==> src/rtl/burst_ram_arbiter_if.sv <==
// Requester and burst RAM signal bundle for burst_ram_arbiter.
// slave is the arbiter's view; master drives requests and the RAM side.
interface burst_ram_arbiter_if #(
  parameter int AddressBitWidth = 11
);
  logic                       p0_req;
  logic                       p0_cmd;
  logic [AddressBitWidth-1:0] p0_addr;
  logic [63:0]                p0_wr_data;
  logic [7:0]                 p0_data_mask;
  logic                       p0_ack;
  logic [63:0]                p0_rd_data;
  logic                       p0_rd_data_valid;

  logic                       p1_req;
  logic                       p1_cmd;
  logic [AddressBitWidth-1:0] p1_addr;
  logic [63:0]                p1_wr_data;
  logic [7:0]                 p1_data_mask;
  logic                       p1_ack;
  logic [63:0]                p1_rd_data;
  logic                       p1_rd_data_valid;

  logic                       br_cmd;
  logic                       br_cmd_en;
  logic [AddressBitWidth-1:0] br_addr;
  logic [63:0]                br_wr_data;
  logic [7:0]                 br_data_mask;
  logic [63:0]                br_rd_data;
  logic                       br_rd_data_valid;
  logic                       br_busy;

  modport slave (
    input  p0_req, p0_cmd, p0_addr,
    input  p0_wr_data, p0_data_mask,
    output p0_ack, p0_rd_data, p0_rd_data_valid,
    input  p1_req, p1_cmd, p1_addr,
    input  p1_wr_data, p1_data_mask,
    output p1_ack, p1_rd_data, p1_rd_data_valid,
    output br_cmd, br_cmd_en, br_addr,
    output br_wr_data, br_data_mask,
    input  br_rd_data, br_rd_data_valid, br_busy
  );

  modport master (
    output p0_req, p0_cmd, p0_addr,
    output p0_wr_data, p0_data_mask,
    input  p0_ack, p0_rd_data, p0_rd_data_valid,
    output p1_req, p1_cmd, p1_addr,
    output p1_wr_data, p1_data_mask,
    input  p1_ack, p1_rd_data, p1_rd_data_valid,
    input  br_cmd, br_cmd_en, br_addr,
    input  br_wr_data, br_data_mask,
    output br_rd_data, br_rd_data_valid, br_busy
  );
endinterface

==> src/rtl/burst_ram_arbiter.sv <==
// Round-robin two-port arbiter granting whole bursts of one burst RAM.
// The owning port keeps the RAM until its last word moves.
module burst_ram_arbiter #(
  parameter int AddressBitWidth = 11,
  parameter int BurstDataCount  = 4
) (
  input logic                 clk,
  input logic                 rst_n,
  burst_ram_arbiter_if.slave  bus
);

  localparam int CntW =
    (BurstDataCount > 1) ? $clog2(BurstDataCount) : 1;
  localparam logic [CntW-1:0] CntLast =
    CntW'(BurstDataCount - 1);

  typedef enum logic [1:0] {
    Idle,
    Write,
    Read
  } state_t;

  state_t                     state;
  logic                       owner;
  logic                       last;
  logic [CntW-1:0]            cnt;
  logic                       cmd_en;
  logic                       cmd;
  logic [AddressBitWidth-1:0] addr;
  logic [7:0]                 mask;
  logic                       ack0;
  logic                       ack1;

  logic                       both;
  logic                       any_req;
  logic                       win;
  logic                       win_cmd;
  logic [AddressBitWidth-1:0] win_addr;
  logic [7:0]                 win_mask;
  logic                       last_word;

  assign both    = bus.p0_req & bus.p1_req;
  assign any_req = bus.p0_req | bus.p1_req;
  // On a tie the port that did not win last time goes next
  assign win     = both ? ~last : bus.p1_req;

  assign win_cmd  = win ? bus.p1_cmd : bus.p0_cmd;
  assign win_addr = win ? bus.p1_addr : bus.p0_addr;
  assign win_mask =
    win ? bus.p1_data_mask : bus.p0_data_mask;

  assign last_word = (cnt == CntLast);

  always_ff @(posedge clk or negedge rst_n) begin
    if (!rst_n) begin
      state  <= Idle;
      owner  <= 1'b0;
      last   <= 1'b1;
      cnt    <= '0;
      cmd_en <= 1'b0;
      cmd    <= 1'b0;
      addr   <= '0;
      mask   <= '0;
      ack0   <= 1'b0;
      ack1   <= 1'b0;
    end else begin
      cmd_en <= 1'b0;
      ack0   <= 1'b0;
      ack1   <= 1'b0;
      unique case (state)
        Idle: begin
          if (!bus.br_busy && any_req) begin
            cmd_en <= 1'b1;
            cmd    <= win_cmd;
            addr   <= win_addr;
            mask   <= win_mask;
            ack0   <= ~win;
            ack1   <= win;
            owner  <= win;
            last   <= win;
            cnt    <= '0;
            state  <= win_cmd ? Write : Read;
          end
        end
        Write: begin
          cnt <= cnt + 1'b1;
          if (last_word) state <= Idle;
        end
        Read: begin
          if (bus.br_rd_data_valid) begin
            cnt <= cnt + 1'b1;
            if (last_word) state <= Idle;
          end
        end
        default: state <= Idle;
      endcase
    end
  end

  assign bus.br_cmd_en    = cmd_en;
  assign bus.br_cmd       = cmd;
  assign bus.br_addr      = addr;
  assign bus.br_data_mask = mask;
  assign bus.p0_ack       = ack0;
  assign bus.p1_ack       = ack1;

  // Write data is live from the owner so word i lands on cycle i
  assign bus.br_wr_data =
    (state != Write) ? 64'd0 :
    (owner ? bus.p1_wr_data : bus.p0_wr_data);

  assign bus.p0_rd_data = bus.br_rd_data;
  assign bus.p1_rd_data = bus.br_rd_data;

  assign bus.p0_rd_data_valid =
    bus.br_rd_data_valid & (state == Read) & ~owner;
  assign bus.p1_rd_data_valid =
    bus.br_rd_data_valid & (state == Read) & owner;

endmodule

==> src/flat_wrapper.sv <==
// flat-port wrapper written by rule: the top's interface ports become plain ports
module burst_ram_arbiter_flat 
#(
  parameter int AddressBitWidth = 11,
  parameter int BurstDataCount  = 4
)
  (clk, rst_n, bus_p0_req, bus_p0_cmd, bus_p0_addr, bus_p0_wr_data, bus_p0_data_mask, bus_p0_ack, bus_p0_rd_data, bus_p0_rd_data_valid, bus_p1_req, bus_p1_cmd, bus_p1_addr, bus_p1_wr_data, bus_p1_data_mask, bus_p1_ack, bus_p1_rd_data, bus_p1_rd_data_valid, bus_br_cmd, bus_br_cmd_en, bus_br_addr, bus_br_wr_data, bus_br_data_mask, bus_br_rd_data, bus_br_rd_data_valid, bus_br_busy);
  burst_ram_arbiter_if #(.AddressBitWidth(AddressBitWidth)) bus_i ();
  input logic clk;
  input logic rst_n;
  input wire logic [$bits(bus_i.p0_req)-1:0] bus_p0_req;
  input wire logic [$bits(bus_i.p0_cmd)-1:0] bus_p0_cmd;
  input wire logic [$bits(bus_i.p0_addr)-1:0] bus_p0_addr;
  input wire logic [$bits(bus_i.p0_wr_data)-1:0] bus_p0_wr_data;
  input wire logic [$bits(bus_i.p0_data_mask)-1:0] bus_p0_data_mask;
  output wire logic [$bits(bus_i.p0_ack)-1:0] bus_p0_ack;
  output wire logic [$bits(bus_i.p0_rd_data)-1:0] bus_p0_rd_data;
  output wire logic [$bits(bus_i.p0_rd_data_valid)-1:0] bus_p0_rd_data_valid;
  input wire logic [$bits(bus_i.p1_req)-1:0] bus_p1_req;
  input wire logic [$bits(bus_i.p1_cmd)-1:0] bus_p1_cmd;
  input wire logic [$bits(bus_i.p1_addr)-1:0] bus_p1_addr;
  input wire logic [$bits(bus_i.p1_wr_data)-1:0] bus_p1_wr_data;
  input wire logic [$bits(bus_i.p1_data_mask)-1:0] bus_p1_data_mask;
  output wire logic [$bits(bus_i.p1_ack)-1:0] bus_p1_ack;
  output wire logic [$bits(bus_i.p1_rd_data)-1:0] bus_p1_rd_data;
  output wire logic [$bits(bus_i.p1_rd_data_valid)-1:0] bus_p1_rd_data_valid;
  output wire logic [$bits(bus_i.br_cmd)-1:0] bus_br_cmd;
  output wire logic [$bits(bus_i.br_cmd_en)-1:0] bus_br_cmd_en;
  output wire logic [$bits(bus_i.br_addr)-1:0] bus_br_addr;
  output wire logic [$bits(bus_i.br_wr_data)-1:0] bus_br_wr_data;
  output wire logic [$bits(bus_i.br_data_mask)-1:0] bus_br_data_mask;
  input wire logic [$bits(bus_i.br_rd_data)-1:0] bus_br_rd_data;
  input wire logic [$bits(bus_i.br_rd_data_valid)-1:0] bus_br_rd_data_valid;
  input wire logic [$bits(bus_i.br_busy)-1:0] bus_br_busy;
  assign bus_i.p0_req = bus_p0_req;
  assign bus_i.p0_cmd = bus_p0_cmd;
  assign bus_i.p0_addr = bus_p0_addr;
  assign bus_i.p0_wr_data = bus_p0_wr_data;
  assign bus_i.p0_data_mask = bus_p0_data_mask;
  assign bus_p0_ack = bus_i.p0_ack;
  assign bus_p0_rd_data = bus_i.p0_rd_data;
  assign bus_p0_rd_data_valid = bus_i.p0_rd_data_valid;
  assign bus_i.p1_req = bus_p1_req;
  assign bus_i.p1_cmd = bus_p1_cmd;
  assign bus_i.p1_addr = bus_p1_addr;
  assign bus_i.p1_wr_data = bus_p1_wr_data;
  assign bus_i.p1_data_mask = bus_p1_data_mask;
  assign bus_p1_ack = bus_i.p1_ack;
  assign bus_p1_rd_data = bus_i.p1_rd_data;
  assign bus_p1_rd_data_valid = bus_i.p1_rd_data_valid;
  assign bus_br_cmd = bus_i.br_cmd;
  assign bus_br_cmd_en = bus_i.br_cmd_en;
  assign bus_br_addr = bus_i.br_addr;
  assign bus_br_wr_data = bus_i.br_wr_data;
  assign bus_br_data_mask = bus_i.br_data_mask;
  assign bus_i.br_rd_data = bus_br_rd_data;
  assign bus_i.br_rd_data_valid = bus_br_rd_data_valid;
  assign bus_i.br_busy = bus_br_busy;
  burst_ram_arbiter #(.AddressBitWidth(AddressBitWidth), .BurstDataCount(BurstDataCount)) u_core (.clk(clk), .rst_n(rst_n), .bus(bus_i));
endmodule
==> config.mk <==
export PLATFORM = sky130hd
export DESIGN_NAME = burst_ram_arbiter_flat
export DESIGN_NICKNAME = d
export VERILOG_FILES = /design/src/rtl/burst_ram_arbiter_if.sv /design/src/rtl/burst_ram_arbiter.sv /design/src/flat_wrapper.sv
export SDC_FILE = /design/constraint.sdc
export NUM_CORES = 1
export LEC_CHECK = 0
export BUFFER_PORTS_ARGS = -buffer_cell sky130_fd_sc_hd__clkbuf_2
export CAP_MARGIN = 15
export CORE_AREA = 5 5 174 176
export CTS_CLUSTER_DIAMETER = 200
export DETAILED_ROUTE_END_ITERATION = 6
export DIE_AREA = 0 0 179 181
export GPL_ROUTABILITY_DRIVEN = 0
export PLACE_DENSITY = 0.47
export SLEW_MARGIN = 20
export SYNTH_ARGS = -nofsm -noshare
export SYNTH_HDL_FRONTEND = slang
export SYNTH_SLANG_ARGS = --single-unit
==> constraint.sdc <==
create_clock -name clk -period 1.63 [get_ports clk]
set_input_delay 0.163 -clock clk [delete_from_list [all_inputs] [get_ports clk]]
set_output_delay 0.163 -clock clk [all_outputs]
set_load 0.05 [all_outputs]
==> flow_summary.yaml <==
setup_path:
  slowest_stage: "dfrtp_4"
  path_class: "reg2out"
  crit_fanout: 15
  critical_path_required_ns: 1.47
  cp.arrival_ns: 1.59
  slowest_delay_ns: 0.49
  crit_path_end_kind: "output port"
  path_cells: "buf_12 > buf_16 > mux2i_2 > nor2b_4 > clkbuf_8"
  r2r_slack_ns: 0.07
  crit_path_start_kind: "flop"
floorplan:
  start_util_pct: 12.7
  ios: 455
  die_h_um: 181
  rows: 62
  core_um2: 28500
  dieArea_um2: 32400
  dieWidth_um: 179
sta:
  setup_ws_ns: -0.125
  min_period_ns: 1.76
  tightestPinTransition_ns: 0.308
  slew_headroom_pct: 78.9
  hold_viol: 0
  timing.final.crit_share_pct: 108
  grt_setup_unrepaired: "true"
  hold_slack_ns: 0.195
  timing.fmax_mhz: 570
  drv_slew: 0
  fin_worst_skew_ns: 0.00674
  setup_viol: 64
power_and_ir_drop:
  power.density_nw_per_um2: 1900
  switching_share_pct: 48.6
  leakagePower_nw: 2.79
  combPwrFrac_pct: 81.5
  seqPwrFrac_pct: 10.6
  p_int_mw: 6.25
  clock_power_share_pct: 7.8
  peakVddDrop_v: 0.000863
  p_switching_mw: 5.92
grt:
  grt_max_degree: 22
  grt_overflow_total: 0
  grt_pass1_vias: 3408
  antenna_found_initial: 0
  grt_pass1_wl_um: 20400
  grt_usage_pct: 8.26
min_path:
  hold_class: "in2reg"
synthesis:
  ys_seq_area_share_pct: 20.2
  syn-num-nets: 643
  yosys_warnings: 0
  syn_area_per_cell_um2: 9.01
  ys_ff_latch: 29
  synthCells: 400
  synth.distinct_cells: 28
  synth_area_um2: 3600
finish:
  areaGrowthSynthToFinish_pct: 77.4
  finalNonFillerCells: 935
  finish.net_count: 793
  layout_commonest_cell: "clkbuf_2"
  final_cell_mix: "196 x clkbuf_2, 64 x nor2b_4, 51 x mux2i_1, 48 x buf_8"
  drive_above_1_share_pct: 78.2
  n_antenna_cell: 0
clock_network:
  clk_latency_ns: 0.28
  clock_sinks: 29
  cts-root-buf: "clkbuf_16"
  cts_tree: "yes"
  clkSlewWorstSetupHoldPaths_ns: 0.05
  clk_path_buf_depth: 2
  htree_levels: 2
  numCtsBuffers: 5
placement:
  dpl.hpwl_um: 11100
  port_buffers: 262
  place_inst: 910
routing:
  drt_pre_antenna_iters: 4
  vias_per_cell: 3.44
  drt_iter0_markers: 47
  wl_per_cell_um: 16.4
  drc: 0
  drtAntennaViolNets: 0
  wl_um: 15300
  dr_total_vias: 3215
flow_run:
  cap_violations: 0
run_status:
  outcome: "finished, violations left"
  violations: "setup timing"
==> path summary, 6_finish.rpt <==
kind / cells after the start / from / end
min in group asynchronous: 2 / rst_n / u_core.bus.p0_ack
setup reg to reg: 5 / u_core.state[1] / u_core.cnt[0]
hold reg to reg: 2 / u_core.bus.br_addr[7] / u_core.bus.br_addr[7]
max in group asynchronous: 3 / rst_n / u_core.last
setup / recovery: 5 / u_core.owner / bus_br_wr_data[34]
hold / removal: 3 / bus_p0_addr[5] / u_core.bus.br_addr[5]
==> synth_stat cells <==
cell type,count,share of area (%)
mux2i_1,85,24
and3_2,1,0.21
buf_2,6,0.83
a211oi_2,1,0.35
buf_8,1,0.42
a21o_1,2,0.42
dfrtp_1,28,19
nand2_2,1,0.17
o21ba_2,1,0.28
nor2_1,2,0.21
mux2_1,2,0.62
a21boi_4,1,0.52
dfstp_2,1,0.73
buf_6,1,0.31
a221o_1,1,0.28
inv_1,4,0.42
ha_1,5,1.7
a21oi_2,18,4.4
clkbuf_1,9,0.94
a32o_1,2,0.56
buf_4,133,28
inv_2,1,0.10
nor2b_1,66,11
buf_12,1,0.56
o21bai_1,1,0.21
nand2_1,2,0.21
and3_1,1,0.17
a21oi_1,23,3.2
==> critical path, delay by kind of cell (launching register included) <==
family / cells / cell delay (ns)
DFF: 1 / 0.49
and+or+nand+nor: 1 / 0.06
muxes: 1 / 0.25
buffers and inverters: 3 / 0.49
==> through the flow <==
step	worst slack [ns]	cell area, um^2	power, mW	util (%)	TNS [ns]
final	-0.125	6400	12.2	22.5	-5.75
after global routing	-0.184	6400	12.8	22.5	-9.97
after CTS	-0.145	6070	11.5	21.3	-7.77
after detailed placement	0.00953	4920	8.55	17.3	0
after global placement	0.0285	4920	8.51	17.3	0
after floorplan	-0.0854	3850	7.40	-	-3.59
==> cell type report <==
cell class / count / area, um^2
fillers: 3084 / 22100
clock inverters: 1 / 5.00
multi-input cells: 215 / 2460
repair buffers: 294 / 2550
flip-flops and latches: 29 / 732
clock buffers: 7 / 153
well taps: 384 / 480
inverters: 5 / 18.8
==> power groups by stage <==
stage                     Combinational [mW]  Sequential, mW  Clock (mW)
after global routing                    10.5            1.34        1.02
after global placement                  7.18            1.33           0
after CTS                               9.26            1.29       0.987
after floorplan                         5.23            2.16           0
after detailed placement                7.22            1.34           0
final                                   9.93            1.29       0.956
==> timing repair <==
item,in CTS,in global routing
resized for setup,171,97
hold buffers,1,0
buffers inserted,9,1
endpoints found under the hold margin,9,0
endpoints found under the setup margin,66,70
gates cloned,5,2
pin swaps,2,1
==> kinds of logic (layout without fill, tap and decap cells) <==
family | after synthesis | in the layout | share of synthesized area, %
AO/OA/AOI/OAI | 50 | 50 | 10.2
adder cells (fa/ha/maj) | 5 | 5 | 1.74
multiplexers | 87 | 87 | 24.2
AND/OR/NAND/NOR | 73 | 73 | 12.4
flip-flops | 29 | 29 | 20.2
buffers and inverters | 156 | 307 | 31.3
==> metal layers <==
layer / vias to the layer above / track usage, % / part of all wire (%)
met2: 250 / 12.8 / 46
met4: 4 / 2.06 / 1.3
met3: 32 / 4.79 / 14
li1: 1502 / - / -
met1: 1427 / 9.60 / 38
met5: - / 2.47 / 0.67
==> registers in the layout, indices dropped and copies added, names as in the netlist <==
signal,cells
u_core.owner,1
u_core.bus.p0_ack,1
u_core.bus.br_cmd,1
u_core.bus.br_cmd_en,1
u_core.last,1
u_core.state,2
u_core.bus.br_addr,11
u_core.bus.p1_ack,1
u_core.cnt,2
u_core.bus.br_data_mask,8
Power figures use the tool's default switching activity.
